==> src/rtl/masked_logic_hpc3_vec_if.sv <==
// Bundle for the masked logic vector: operands, randomness, op select and result.
// Optional rnd_cnt port appears when MASKED_LOGIC_RND_CNT_EN is defined.
interface masked_logic_hpc3_vec_if #(
    parameter int SECURITY_ORDER = 1,
    parameter int WIDTH          = 1
);
    localparam int N = SECURITY_ORDER + 1;

    logic                              in_valid;
    logic [1:0]                        op;
    logic [WIDTH*N-1:0]                a;
    logic [WIDTH*N-1:0]                b;
    logic [WIDTH*SECURITY_ORDER*N-1:0] r;
    logic                              out_valid;
    logic [WIDTH*N-1:0]                c;
`ifdef MASKED_LOGIC_RND_CNT_EN
    logic [31:0]                       rnd_cnt;

    modport master (output in_valid, op, a, b, r, input out_valid, c, rnd_cnt);
    modport slave  (input in_valid, op, a, b, r, output out_valid, c, rnd_cnt);
`else
    modport master (output in_valid, op, a, b, r, input out_valid, c);
    modport slave  (input in_valid, op, a, b, r, output out_valid, c);
`endif
endinterface

==> src/rtl/masked_logic_hpc3_vec.sv <==
// W-lane HPC3-masked AND/NAND/OR/NOR gate with valid tracking and optional output stage.
// Define MASKED_LOGIC_RND_CNT_EN to add a saturating accepted-transaction counter (rnd_cnt).
module masked_logic_hpc3_vec #(
    parameter int SECURITY_ORDER = 1,
    parameter int WIDTH          = 1,
    parameter int PIPELINE       = 0
) (
    input  logic                   clk,
    input  logic                   rst_n,
    masked_logic_hpc3_vec_if.slave bus
);
    localparam int D  = SECURITY_ORDER;
    localparam int N  = D + 1;
    localparam int H  = D * N / 2;
    localparam int NN = N * N;
    localparam int RL = D * N;

    logic [1:0]         r_op;
    logic               r_vld1;
    logic               w_inv;
    logic               w_or;
    logic [WIDTH*N-1:0] w_c;

    always_ff @(posedge clk or negedge rst_n) begin
        if (!rst_n) begin
            r_op   <= '0;
            r_vld1 <= 1'b0;
        end else begin
            r_vld1 <= bus.in_valid;
            if (bus.in_valid) begin
                r_op <= bus.op;
            end
        end
    end

    // OR/NOR are AND with share-0 operand inversion; NAND/OR need share-0 output inversion
    assign w_or  = bus.op[1];
    assign w_inv = r_op[0] ^ r_op[1];

    generate
        for (genvar gl = 0; gl < WIDTH; gl++) begin : g_lane
            logic [N-1:0]  w_a;
            logic [N-1:0]  w_b;
            logic [NN-1:0] w_u;
            logic [NN-1:0] w_v;
            logic [NN-1:0] r_u;
            logic [NN-1:0] r_v;

            assign w_a = bus.a[gl*N +: N] ^ {{(N-1){1'b0}}, w_or};
            assign w_b = bus.b[gl*N +: N] ^ {{(N-1){1'b0}}, w_or};

            for (genvar gi = 0; gi < N; gi++) begin : g_row
                for (genvar gj = 0; gj < N; gj++) begin : g_col
                    if (gi == gj) begin : g_diag
                        assign w_u[gi*N+gj] = w_a[gi] & w_b[gi];
                        assign w_v[gi*N+gj] = 1'b0;
                    end else begin : g_cross
                        localparam int LO = (gi < gj) ? gi : gj;
                        localparam int HI = (gi < gj) ? gj : gi;
                        localparam int K  = LO * D - (LO * (LO - 1)) / 2 + (HI - LO - 1);
                        logic w_r0;
                        logic w_r1;
                        assign w_r0 = bus.r[gl*RL + K];
                        assign w_r1 = bus.r[gl*RL + H + K];
                        // share j of b is blinded before it meets share i of a
                        assign w_u[gi*N+gj] = w_a[gi] & (w_b[gj] ^ w_r0);
                        assign w_v[gi*N+gj] = (~w_a[gi] & w_r0) ^ w_r1;
                    end
                end
            end

            always_ff @(posedge clk or negedge rst_n) begin
                if (!rst_n) begin
                    r_u <= '0;
                    r_v <= '0;
                end else if (bus.in_valid) begin
                    r_u <= w_u;
                    r_v <= w_v;
                end
            end

            for (genvar gi = 0; gi < N; gi++) begin : g_cmp
                assign w_c[gl*N+gi] = (^r_u[gi*N +: N]) ^ (^r_v[gi*N +: N])
                                    ^ ((gi == 0) ? w_inv : 1'b0);
            end
        end

        if (PIPELINE != 0) begin : g_pipe
            logic               r_vld2;
            logic [WIDTH*N-1:0] r_c;

            always_ff @(posedge clk or negedge rst_n) begin
                if (!rst_n) begin
                    r_vld2 <= 1'b0;
                    r_c    <= '0;
                end else begin
                    r_vld2 <= r_vld1;
                    if (r_vld1) begin
                        r_c <= w_c;
                    end
                end
            end

            assign bus.out_valid = r_vld2;
            assign bus.c         = r_c;
        end else begin : g_comb
            assign bus.out_valid = r_vld1;
            assign bus.c         = w_c;
        end
    endgenerate

`ifdef MASKED_LOGIC_RND_CNT_EN
    logic [31:0] r_cnt;

    always_ff @(posedge clk or negedge rst_n) begin
        if (!rst_n) begin
            r_cnt <= '0;
        end else if (bus.in_valid && (r_cnt != 32'hFFFF_FFFF)) begin
            r_cnt <= r_cnt + 32'd1;
        end
    end

    assign bus.rnd_cnt = r_cnt;
`endif
endmodule

==> src/flat_wrapper.sv <==
// flat-port wrapper written by rule: the top's interface ports become plain ports
module masked_logic_hpc3_vec_flat 
#(
    parameter int SECURITY_ORDER = 1,
    parameter int WIDTH          = 1,
    parameter int PIPELINE       = 0
)
  (clk, rst_n, bus_in_valid, bus_op, bus_a, bus_b, bus_r, bus_out_valid, bus_c);
  masked_logic_hpc3_vec_if #(.SECURITY_ORDER(SECURITY_ORDER), .WIDTH(WIDTH)) bus_i ();
  input  logic clk;
  input  logic rst_n;
  input wire logic [$bits(bus_i.in_valid)-1:0] bus_in_valid;
  input wire logic [$bits(bus_i.op)-1:0] bus_op;
  input wire logic [$bits(bus_i.a)-1:0] bus_a;
  input wire logic [$bits(bus_i.b)-1:0] bus_b;
  input wire logic [$bits(bus_i.r)-1:0] bus_r;
  output wire logic [$bits(bus_i.out_valid)-1:0] bus_out_valid;
  output wire logic [$bits(bus_i.c)-1:0] bus_c;
  assign bus_i.in_valid = bus_in_valid;
  assign bus_i.op = bus_op;
  assign bus_i.a = bus_a;
  assign bus_i.b = bus_b;
  assign bus_i.r = bus_r;
  assign bus_out_valid = bus_i.out_valid;
  assign bus_c = bus_i.c;
  masked_logic_hpc3_vec #(.SECURITY_ORDER(SECURITY_ORDER), .WIDTH(WIDTH), .PIPELINE(PIPELINE)) u_core (.clk(clk), .rst_n(rst_n), .bus(bus_i));
endmodule
==> config.mk <==
export PLATFORM = sky130hd
export DESIGN_NAME = masked_logic_hpc3_vec_flat
export DESIGN_NICKNAME = d
export VERILOG_FILES = /design/src/rtl/masked_logic_hpc3_vec_if.sv /design/src/rtl/masked_logic_hpc3_vec.sv /design/src/flat_wrapper.sv
export SDC_FILE = /design/constraint.sdc
export NUM_CORES = 1
export LEC_CHECK = 0
export ABC_AREA = 1
export CAP_MARGIN = 40
export CORE_AREA = 3 3 40 42
export CTS_BUF_LIST = sky130_fd_sc_hd__clkbuf_4 sky130_fd_sc_hd__clkbuf_8
export DETAILED_ROUTE_END_ITERATION = 8
export DIE_AREA = 0 0 43 45
export DONT_BUFFER_PORTS = 1
export PLACE_DENSITY = 0.51
export SETUP_SLACK_MARGIN = 0.2
export SLEW_MARGIN = 15
export SYNTH_ARGS = -nofsm -noshare
export SYNTH_HDL_FRONTEND = slang
export SYNTH_SLANG_ARGS = --single-unit
export TNS_END_PERCENT = 1
==> constraint.sdc <==
create_clock -name clk -period 2.4 [get_ports clk]
set_clock_uncertainty 0.05 [all_clocks]
set_input_delay 0.36 -clock clk [delete_from_list [all_inputs] [get_ports clk]]
set_output_delay 0.36 -clock clk [all_outputs]
set_load 0.01 [all_outputs]
======== Word-level counts from Yosys, hierarchy flattened ========
Index checks and enable logic that the tools add are counted.
word-level totals
  register bits ........................... 9
  output and inout bits ................... 3
  logic and storage cells ................. 26
operators by class
  bitwise gates (word level) .............. 18
  reduce and logical (&&, ||, !) cells .... 4
operators by type and width
  kind                 count
  XOR reduction 2 bit  4
  XOR 1 bit            8
  AND 1 bit            6
  XOR 2 x 1 -> 2 bit   2
  inverter 1 bit       2

======== Logic depth before layout (Yosys ltp) ========
Gate-level depths: netlist (run 1).
  word-level depth ........................ 4
  gate-level depth with buffers ........... 7
  gate-level depth less buffers ........... 7

======== Least setup slack after synthesis (run 1) ========
No wires, ideal clock.
  path type ............................... reg2out
  start point ............................. register u_core.g_lane[0].r_u[0]
  end point ............................... output bus_c[0]
  arrival ................................. 0.763 ns
  slack ................................... 1.227 ns
  stages on the path, launching flop included .. 8
  buffers on the path ..................... 0
  path through ............................ dfrtp_1 > inv_1 > nand2_1 > nand2_1 > nand2_1 > nand2_1 > nand2_1 > nand2_1
between the ends
  cells in the longest elaborated chain, start to end .. 3
ends and longest elaborated chain
  element                 line                         source
  start, declared         masked_logic_hpc3_vec.sv:46  logic [NN-1:0] r_u;
  start signal, assigned  masked_logic_hpc3_vec.sv:77  r_u <= w_u;
  XOR reduction 2 bit     masked_logic_hpc3_vec.sv:83  assign w_c[gl*N+gi] = (^r_u[gi*N +: N]) ^ (^r_v[gi*N +: N])
  XOR 1 bit               masked_logic_hpc3_vec.sv:83
  XOR 1 bit               masked_logic_hpc3_vec.sv:84  ^ ((gi == 0) ? w_inv : 1'b0);
  end, declared           flat_wrapper.sv:18           output wire logic [$bits(bus_i.c)-1:0] bus_c;
No other way between the ends.

======== Worst setup path after layout (run 1) ========
Same ends and word-level chain as after synthesis.

==> impl_results.md, run 1 <==
* Period utilization at between 60% and 70%
* Slowest stage delay, CP at between 0.3 and 0.4 ns
* Die area at slightly below 2000 sq um
* PD cells at roughly 670 nW/um^2
* Sink Count at 9
* Initial antenna violation count at 0
* Synth Area in Adders at 0%
* Vias in the first global route at 376
* Outcome: finished, final reports clean
* Synth Area in Simple Gates at 33.7%
* Max transition margin at roughly 73%
* Multiplexer share of the synthesized area at 0%
* Core Region at 1280 sq um
* H-tree Lvls at 1
* Achievable frequency at 661 MHz
* Post-synthesis sequential area ratio at between 40 and 50%
* Nets at between 80 and 90
* Row cnt at 13
* Largest family of logic cells by synthesized area: simple AND/OR/NAND/NOR gates
* Post-Syn Area at ~500 sq um
* Area fraction in compound gates after synthesis at about 6.5%
* Worst setup path class: reg2out
* Final setup TNS at 0 ns
* Clock Tree Buf Depth at 2
* Crit-path max FO at 2
* Final WL at approximately 890 microns
* Clock transition at path regs at around 0.060 ns
* CTS Buf Count at 3
* Top post-synthesis cells by area: dfrtp_1 45%, nand2_1 22%, nand3_1 6.0%
* Leakage at a little under 0.0003 uW
* Distinct cells, synth at 14
* Initial DRC Count at 7
* Global route overflow at 0
* PortBufs at 0
* Startpoint Class: flip-flop
* Syn_area_per_cell at approximately 7.4 sq um
* CP endpoint kind: primary output
* Via count at between 400 and 500
* Antenna viol nets, final at 0
* CP dominant cell by count: nand2_1
* Slew @ Worst Pin at just over 0.4 ns
* Crit path from: u_core.g_lane[0].r_u[0]
* Synth Register Bits at 9
* Inst Count DP at just over 80
* RSZ-0062 raised after global routing: false
* P&R area growth vs syn at 10.3%
* Die X at about 43 microns
* Root buffer cell: clkbuf_4
* Vias per std cell at between 4 and 5
* Worst path bufs/invs at 1
* Setup bufs post-CTS at 0
* IO Pins at 14
* Total Routing Usage GR at 11.0%
* Final Hold Viols at 0
* Diode count at 0
* CP Cell Sequence: inv_1 -> nand2_1 -> nand2_1 -> nand2_1 -> nand2_1 -> nand2_1 -> nand2_1
* Share of layout cells above drive strength 1 at 7.04%
* # setup viols final at 0
* Final cell count without fillers at 86
* Die Y at about 45 microns
* Post-CTS Resized at 0
* Cells after Synth at 67
* Placer Congestion at roughly 0.65
* Worst Path Required at slightly below 2 ns
* Synth warnings at 0
* Post-Syn Nets at 78
* HP Start: bus_in_valid
* Worst EP arrival at between 1 and 1.5 ns
* Hold/Removal Path Class: in2reg
* Largest net degree at the start of global routing at 10
* Post-CTS Hold Buffers at 1
* Reg-to-Reg Start: u_core.g_lane[0].r_u[0]
* Post-DR wirelength/cell at between 10 and 15 microns
* Max-cap violations at 0
* Post-DP HPWL at 722 microns
* Slowest-stage cell, CP: dfrtp_1
* 1st-pass router iterations at 4
* Final slew viol count at 0
* Final routed DRC violation total at 0
* Max rail drop VDD at roughly 0.00017 V
* Initial Util at around two fifths
* First-pass GRT wire length at 1550 microns
* TritonCTS clock tree: yes
* Top cell type by total area after synthesis: dfrtp_1
* Crit path max-delay family: simple AND/OR/NAND/NOR gates
* Post-synth top area share at a little under half
* Post-route minimum period at around 1.5 ns
* Clock latency on the worst-skew pair at roughly 0.25 ns
* Post-synthesis xor/xnor area fraction at 7.04%
[flip-flops by register name (all words and copies together), names as in the netlist]
register	count
u_core.bus.out_valid	1
u_core.g_lane.r_v	2
u_core.r_op	2
u_core.g_lane.r_u	4
[synthesized netlist by cell type]
cell	count
xor2_1	1
o21ai_0	1
nand2_1	29
nand3b_1	3
inv_2	1
o22ai_1	2
xnor2_1	3
nand3_1	6
or2_1	1
o21ai_1	2
dfrtp_1	9
buf_4	1
inv_1	7
a21oi_1	1
[cell type report]
cell class | instances | area (sq um)
clock buffer | 4 | 30.0
fill | 143 | 736
inverter | 8 | 30.0
multi-input combinational | 49 | 235
sequential | 9 | 225
tap | 15 | 18.8
timing repair buffer | 1 | 10.0
[where the power goes]
part / switching, uW / internal (uW) / total, uW
clock: 50.8 / 75.2 / 126
combinational: 37.9 / 28.2 / 66.1
sequential: 9.20 / 166 / 175
[layer usage]
metal | GRT usage [%] | wire length (microns) | part of all wire, %
met5 | 0 | 0 | 0
met4 | 9.04 | 25 | 2.8
met3 | 4.38 | 96 | 11
met2 | 13.8 | 319 | 36
met1 | 14.5 | 448 | 50
[path summary, 6_finish.rpt]
kind                                           end  slack [ns]  cells after the start
setup / recovery                          bus_c[0]        0.89                      7
hold / removal                u_core.bus.out_valid        0.08                      0
setup reg to reg           u_core.g_lane[0].r_u[0]        1.70                      2
hold reg to reg                     u_core.r_op[0]        0.45                      2
max in group asynchronous           u_core.r_op[1]        1.60                      1
min in group asynchronous     u_core.bus.out_valid        0.41                      1
[cell usage in the layout (no fill, tap or decap), drive strengths merged]
master	instances
or2	1
dlygate4sd3	1
nand3	6
inv	8
xor2	1
a21oi	1
nand2	29
xnor2	3
nand3b	3
o21ai	3
o22ai	2
dfrtp	9
clkbuf	4
[stage by stage]
step | setup slack (ns) | utilization (%) | area (sq um) | hold slack (ns) | power [uW]
CTS | 0.875 | 42.7 | 549 | 0.0697 | 374
floorplan | 1.23 | - | 498 | 0.0144 | 235
global route | 0.742 | 42.7 | 549 | 0.0621 | 392
detailed placement | 1.16 | 39.6 | 509 | 0.0147 | 242
global placement | 1.17 | 39.6 | 509 | 0.0146 | 241
finish | 0.888 | 42.7 | 549 | 0.0758 | 368
[kinds of logic after synthesis]
group / Yosys count
XOR/XNOR: 4
AO/OA/AOI/OAI: 6
AND/OR/NAND/NOR: 39
flip-flops: 9
buffers and inverters: 9
No activity file was read; power rests on OpenSTA's default activity.
==> inputs of run 2 (changes only) <==
--- a/config.mk
+++ b/config.mk
@@ -12,7 +12,7 @@
 export DETAILED_ROUTE_END_ITERATION = 8
 export DIE_AREA = 0 0 43 45
 export DONT_BUFFER_PORTS = 1
-export PLACE_DENSITY = 0.51
+export PLACE_DENSITY = 0.52
 export SETUP_SLACK_MARGIN = 0.2
 export SLEW_MARGIN = 15
 export SYNTH_ARGS = -nofsm -noshare
==> constraint.sdc (replaced) <==
create_clock -name clk -period 1.3 [get_ports clk]
set_clock_uncertainty 0.05 [all_clocks]
set_input_delay 0.195 -clock clk [delete_from_list [all_inputs] [get_ports clk]]
set_output_delay 0.195 -clock clk [all_outputs]
set_load 0.01 [all_outputs]
==> run 2 against run 1 <==
Compared with the run above: clock-buffer cell count unchanged; utilization increased by 1.8 points; total power increased by 85%; flip-flop and latch count unchanged; critical path type unchanged.
==> impl_results.md, run 2 (synthesized netlist as in run 1, its figures left out) <==
* Fillcell total at 135 (-5.6%)
* Vias in the first global route at 400 (+6.4%)
* Largest net degree at the start of global routing at 10 (unchanged)
* Commonest non-fill, non-tap cell in the layout: nand2_1
* Post-route cell area at 572 sq um (+4.1%)
* PortBufs at 0 (unchanged)
* Total Routing Usage GR at 10.9% (-0.11 points)
* Antenna viol nets, final at 0 (unchanged)
* Clock Tree Buf Depth at 2 (unchanged)
* Crit-path max FO at 2 (unchanged)
* Vias per std cell at 4.61 (-1.1%)
* Period utilization at 98.9%
* P&R area growth vs syn at 14.8%
* H-tree Lvls at 1 (unchanged)
* Worst EP arrival at 1.04 ns (-0.06 ns)
* Initial DRC Count at 16 (+9)
* Placer Congestion at 0.668 (+2.4%)
* Most frequent cells in the layout: 27 x nand2_1, 9 x dfrtp_1, 6 x nand3_1
* Outcome: finished, final reports clean
* Die X at 43 microns (unchanged)
* Post-DP HPWL at 733 microns (+1.6%)
* Clock latency on the worst-skew pair at 0.25 ns (about the same)
* Die Y at 45 microns (unchanged)
* CTS Buf Count at 3 (unchanged)
* Leakage at 0.000298 uW (+2.7%)
* Clock transition at path regs at 0.06 ns (about the same)
* Core Region at 1280 sq um (unchanged)
* First-pass GRT wire length at 1560 microns (+0.91%)
* 1st-pass router iterations at 4 (unchanged)
* Register area at 225 sq um (unchanged)
* Achievable frequency at a little under 800 MHz
* Initial Util at 38.8% (unchanged)
* Hold_ws at 0.0159 ns (-0.0599 ns)
* Nets at 85 (+2.4%)
* IO Pins at 14 (unchanged)
* Sink Count at 9 (unchanged)
* Worst path bufs/invs at 0 (-1)
* Slowest-stage cell, CP: dfrtp_1
* Row cnt at 13 (unchanged)
* Hold/Removal Path Class: in2reg
* # setup viols final at 0 (unchanged)
* Slew @ Worst Pin at 0.416 ns (+0.0104 ns)
* Max transition margin at 72.2% (-0.69 points)
* Top flop regs: u_core.g_lane.r_u x4, u_core.g_lane.r_v x2, u_core.r_op x2
* Final cell count without fillers at 88 (+2.3%)
* Slowest stage delay, CP at 0.39 ns (+0.02 ns)
* Area of the multi-input gates at 240 sq um (+2.1%)
* Die area at 1940 sq um (unchanged)
* Largest register FFs at 4 (unchanged)
* Via count at 406 (+1.2%)
* Post-DR wirelength/cell at 9.98 microns (-3.6%)
* Startpoint Class: flip-flop
* Final routed DRC violation total at 0 (unchanged)
* PD cells at 1190 nW/um^2 (+78%)
* Inst Count DP at 81 (unchanged)
* Worst setup path class: reg2out
* RSZ-0062 raised after global routing: true
* Post-route minimum period at around 1.3 ns
* Root buffer cell: clkbuf_4
* Initial antenna violation count at 0 (unchanged)
* Final Hold Viols at 0 (unchanged)
* Worst Path Required at 1.05 ns (-0.94 ns)
* Max-cap violations at 0 (unchanged)
* Diode count at 0 (unchanged)
* Crit path max-delay family: flip-flops
* Final slew viol count at 0 (unchanged)
* Max rail drop VDD at 0.000535 V (+210%)
* Share of layout cells above drive strength 1 at 13.7% (+6.7 points)
* Final WL at 878 microns (-1.3%)
* Overall Power at 682 uW (+85%)
* Placed Area at 509 sq um (unchanged)
* Final core area utilization at 44.5% (+1.8 points)
* Top reg by flops: u_core.g_lane.r_u
* CP endpoint kind: primary output
* TritonCTS clock tree: yes
* Global route overflow at 0 (unchanged)
* CP Cell Sequence: xnor2_1 -> nand3b_1 -> nand2_2
==> run 2: cell types whose count changed in the layout (fill, tap and decap cells not counted), sizes merged <==
cell         previous run  this run
dlygate4sd3             1         2
buf                     0         1
==> run 2: path summary, 6_finish.rpt <==
path | from | depth (start not counted) | endpoint | slack (ns)
hold reg to reg | u_core.g_lane[0].r_u[3] | 2 | u_core.g_lane[0].r_u[3] | 0.45
hold / removal | bus_in_valid | 2 | u_core.r_op[0] | 0.02
setup reg to reg | u_core.g_lane[0].r_u[0] | 3 | u_core.g_lane[0].r_u[0] | 0.51
min in group asynchronous | rst_n | 1 | u_core.r_op[1] | 0.26
max in group asynchronous | rst_n | 1 | u_core.g_lane[0].r_u[0] | 0.65
setup / recovery | u_core.r_op[1] | 3 | bus_c[0] | 0.01
==> run 2: per-stage QoR <==
stage          TNS [ns]  setup WS (ns)
6_report              0         0.0144
5_1_grt          -0.132         -0.105
3_5_place_dp          0          0.226
3_3_place_gp          0          0.235
4_1_cts        -0.00651       -0.00651
2_1_floorplan         0          0.292
==> run 2: metal layers <==
metal  vias up  track usage, %  routed length (microns)
li1        223               -                        -
met1       170            14.2                      419
met2        11            16.5                      384
met3         2            1.99                       57
met4         0            7.23                       17
met5         -               0                        0
==> run 2: repair_timing <==
action                                 CTS  global route
setup endpoints to repair                2             2
pin swaps                                2             0
gates resized for setup                  4             0
hold buffers                             2             0
endpoints found under the hold margin   12             0
setup buffers                            1             0
gates cloned                             0             0
==> run 2: report_power, final <==
part | internal [uW] | switching, uW | leakage (uW) | total (uW)
clock network | 138 | 82.3 | 0.0000184 | 220
registers | 307 | 18.1 | 0.000112 | 325
logic | 61.1 | 74.7 | 0.000168 | 136
total | 506 | 175 | 0.000298 | 682
==> run 2: worst register-to-register path, cell delays in order, from the launching register on <==
cell and delay [ns]:
dfrtp_1 0.35, inv_2 0.05, buf_4 0.12, o22ai_1 0.14
==> run 2: area by class of cell <==
type | count | share of cell area [%]
Multi-Input combinational cell | 49 | 42.0
Sequential cell | 9 | 39.4
Clock buffer | 4 | 5.25
Inverter | 8 | 5.25
Timing Repair Buffer | 3 | 4.81
Tap cell | 15 | 3.28
==> inputs of run 3 (changes only) <==
--- a/config.mk
+++ b/config.mk
@@ -7,10 +7,10 @@
 export LEC_CHECK = 0
 export ABC_AREA = 1
 export CAP_MARGIN = 40
-export CORE_AREA = 3 3 40 42
+export CORE_AREA = 2 2 39 41
 export CTS_BUF_LIST = sky130_fd_sc_hd__clkbuf_4 sky130_fd_sc_hd__clkbuf_8
 export DETAILED_ROUTE_END_ITERATION = 8
-export DIE_AREA = 0 0 43 45
+export DIE_AREA = 0 0 41 43
 export DONT_BUFFER_PORTS = 1
 export PLACE_DENSITY = 0.52
 export SETUP_SLACK_MARGIN = 0.2
==> run 3 against run 2 <==
Compared with the run above: the flow now finishes with violations (setup timing); critical endpoint unchanged; highest routed layer unchanged; combinational power is 9.6% higher; critical path type unchanged; via count increased by 4.2%; global-route usage rose by 4.8 points; largest power group unchanged.
==> impl_results.md, run 3 (synthesized netlist as in run 1, its figures left out) <==
* Outcome: finished, violations left
* Failing checks: setup timing
* Achievable frequency at 754 MHz (-3.0%)
* Antenna viol nets, final at 0 (unchanged)
* Worst setup path class: reg2out
* Die area at 1760 sq um (-8.9%)
* Slowest-stage cell, CP: dfrtp_1
* Reg-to-Reg End: u_core.g_lane[0].r_u[1]
* Vias in the first global route at 451 (+13%)
* Slowest stage delay, CP at 0.39 ns (about the same)
* Placer Congestion at 0.726 (+8.8%)
* Final setup TNS at -0.0258 ns (-0.0258 ns)
* Initial DRC Count at 7 (-9)
* Sink Count at 9 (unchanged)
* Vias per std cell at 4.65 (+0.75%)
* Overall Power at 710 uW (+4.2%)
* Clock latency on the worst-skew pair at 0.26 ns (about the same)
* CP Cell Sequence: inv_2 -> nand2_2 -> nand2_2 -> nand2_2 -> nand2_1 -> nand2_1 -> nand2_2
* Global route overflow at 0 (unchanged)
* R2r setup slk at 0.49 ns (-0.02 ns)
* Core Region at 1380 sq um (+7.7%)
* CP dominant cell by count: nand2_2
* Max-cap violations at 0 (unchanged)
* Commonest non-fill, non-tap cell in the layout: nand2_1
* Hold path cells at 2 (unchanged)
* PD cells at 1190 nW/um^2 (about the same)
* Slew @ Worst Pin at 0.391 ns (-0.0248 ns)
* PortBufs at 0 (unchanged)
* FF-to-FF path depth at 3 (unchanged)
* Largest register FFs at 4 (unchanged)
* Root buffer cell: clkbuf_4
* Reg-to-Reg Start: u_core.g_lane[0].r_u[1]
* Worst EP arrival at 1.08 ns (+0.04 ns)
* Most frequent cells in the layout: 25 x nand2_1, 9 x dfrtp_1, 6 x nand3_1
* Top reg by flops: u_core.g_lane.r_u
* Diode count at 0 (unchanged)
* IO Pins at 14 (unchanged)
* Die X at 41 microns (-4.7%)
* TritonCTS clock tree: yes
* Final WL at 953 microns (+8.5%)
* Nets at 87 (+2.4%)
* Post-DR wirelength/cell at 10.5 microns (+5.0%)
* Clock transition at path regs at 0.06 ns (about the same)
* Post-DP HPWL at 712 microns (-2.9%)
* CP endpoint kind: primary output
* Worst Path Required at 1.05 ns (about the same)
* Max transition margin at 73.8% (+1.7 points)
* Largest net degree at the start of global routing at 10 (unchanged)
* Initial antenna violation count at 0 (unchanged)
* Place WS at 0.229 ns (+0.00333 ns)
* Clock Tree Buf Depth at 2 (unchanged)
* Final routed DRC violation total at 0 (unchanged)
* Total Routing Usage GR at 15.7% (+4.8 points)
* Crit-path max FO at 2 (unchanged)
* Hold/Removal Path Class: in2reg
* Row cnt at 14 (+1)
* Share of layout cells above drive strength 1 at 17.3% (+3.6 points)
* Final Hold Viols at 0 (unchanged)
* 1st-pass router iterations at 4 (unchanged)
* Crit path from: u_core.g_lane[0].r_u[1]
* RSZ-0062 raised after global routing: true
* Fillcell total at 150 (+11%)
* Crit path to: bus_c[0]
* Via count at 423 (+4.2%)
* Period utilization at 102% (+3.1 points)
* Final worst setup slack at -0.0258 ns (-0.0402 ns)
* Final slew viol count at 0 (unchanged)
* Die Y at 43 microns (-4.4%)
* Post-route minimum period at 1.33 ns (+0.0402 ns)
* Initial Util at 36.0% (-2.8 points)
* Max rail drop VDD at 0.000605 V (+13%)
* H-tree Lvls at 1 (unchanged)
* Final core area utilization at 43.0% (-1.5 points)
* P&R area growth vs syn at 19.6%
* CTS Buf Count at 3 (unchanged)
* First-pass GRT wire length at 1810 microns (+16%)
* # setup viols final at 1 (+1)
* Startpoint Class: flip-flop
* Leakage at 0.000307 uW (+3.0%)
* Top flop regs: u_core.g_lane.r_u x4, u_core.g_lane.r_v x2, u_core.r_op x2
run 3: stage by stage:
stage	std cells	hold WS (ns)	instance area, sq um
after detailed placement	82	-0.150	510
final	91	0.0187	596
after global placement	82	-0.150	510
after global routing	91	0.0290	596
after CTS	91	0.0167	588
after floorplan	67	-0.151	498
run 3: final cells by class:
type / count / area, sq um / area share, %
Tap cell: 16 / 20.0 / 3.36
Multi-Input combinational cell: 49 / 245 / 41.2
Timing Repair Buffer: 5 / 45.0 / 7.56
Inverter: 8 / 30.0 / 5.04
Clock buffer: 4 / 30.0 / 5.04
Sequential cell: 9 / 225 / 37.8
run 3: repair_timing:
item,4_1_cts,5_1_grt
resized for setup,1,5
hold buffers,3,0
setup buffers,2,0
pin swaps,1,3
endpoints found under the setup margin,2,2
hold endpoints to repair,13,0
run 3: how the worst min path moves through the flow:
stage	slack, ns	startpoint	to
final	0.02	bus_a[1]	u_core.g_lane[0].r_u[3]
after global routing	0.03	bus_in_valid	u_core.g_lane[0].r_v[1]
after CTS	0.02	bus_a[1]	u_core.g_lane[0].r_u[3]
after detailed placement	-0.15	rst_n	u_core.g_lane[0].r_u[0]
after global placement	-0.15	rst_n	u_core.bus.out_valid
after floorplan	-0.15	rst_n	u_core.bus.out_valid
run 3: routing by layer:
| layer | up-vias | GRT usage [%] | routed length [microns] |
|---|---|---|---|
| li1 | 226 | - | - |
| met1 | 180 | 19.1 | 422 |
| met2 | 12 | 22.2 | 446 |
| met3 | 5 | 2.62 | 40 |
| met4 | 0 | 14.0 | 44 |
| met5 | - | 0 | 0 |
run 3: worst max-delay path, delay by kind of cell (launching register included):
family,cells,cell delay (ns)
and+or+nand+nor,6,0.36
buffers and inverters,1,0.07
DFF,1,0.39
run 3: report_power, final:
group / total, uW / switching [uW] / leakage [uW] / internal [uW]
Clock: 235 / 96.0 / 0.0000184 / 139
Sequential: 327 / 19.6 / 0.000112 / 307
Combinational: 149 / 79.7 / 0.000177 / 69.0
Total: 710 / 195 / 0.000307 / 515
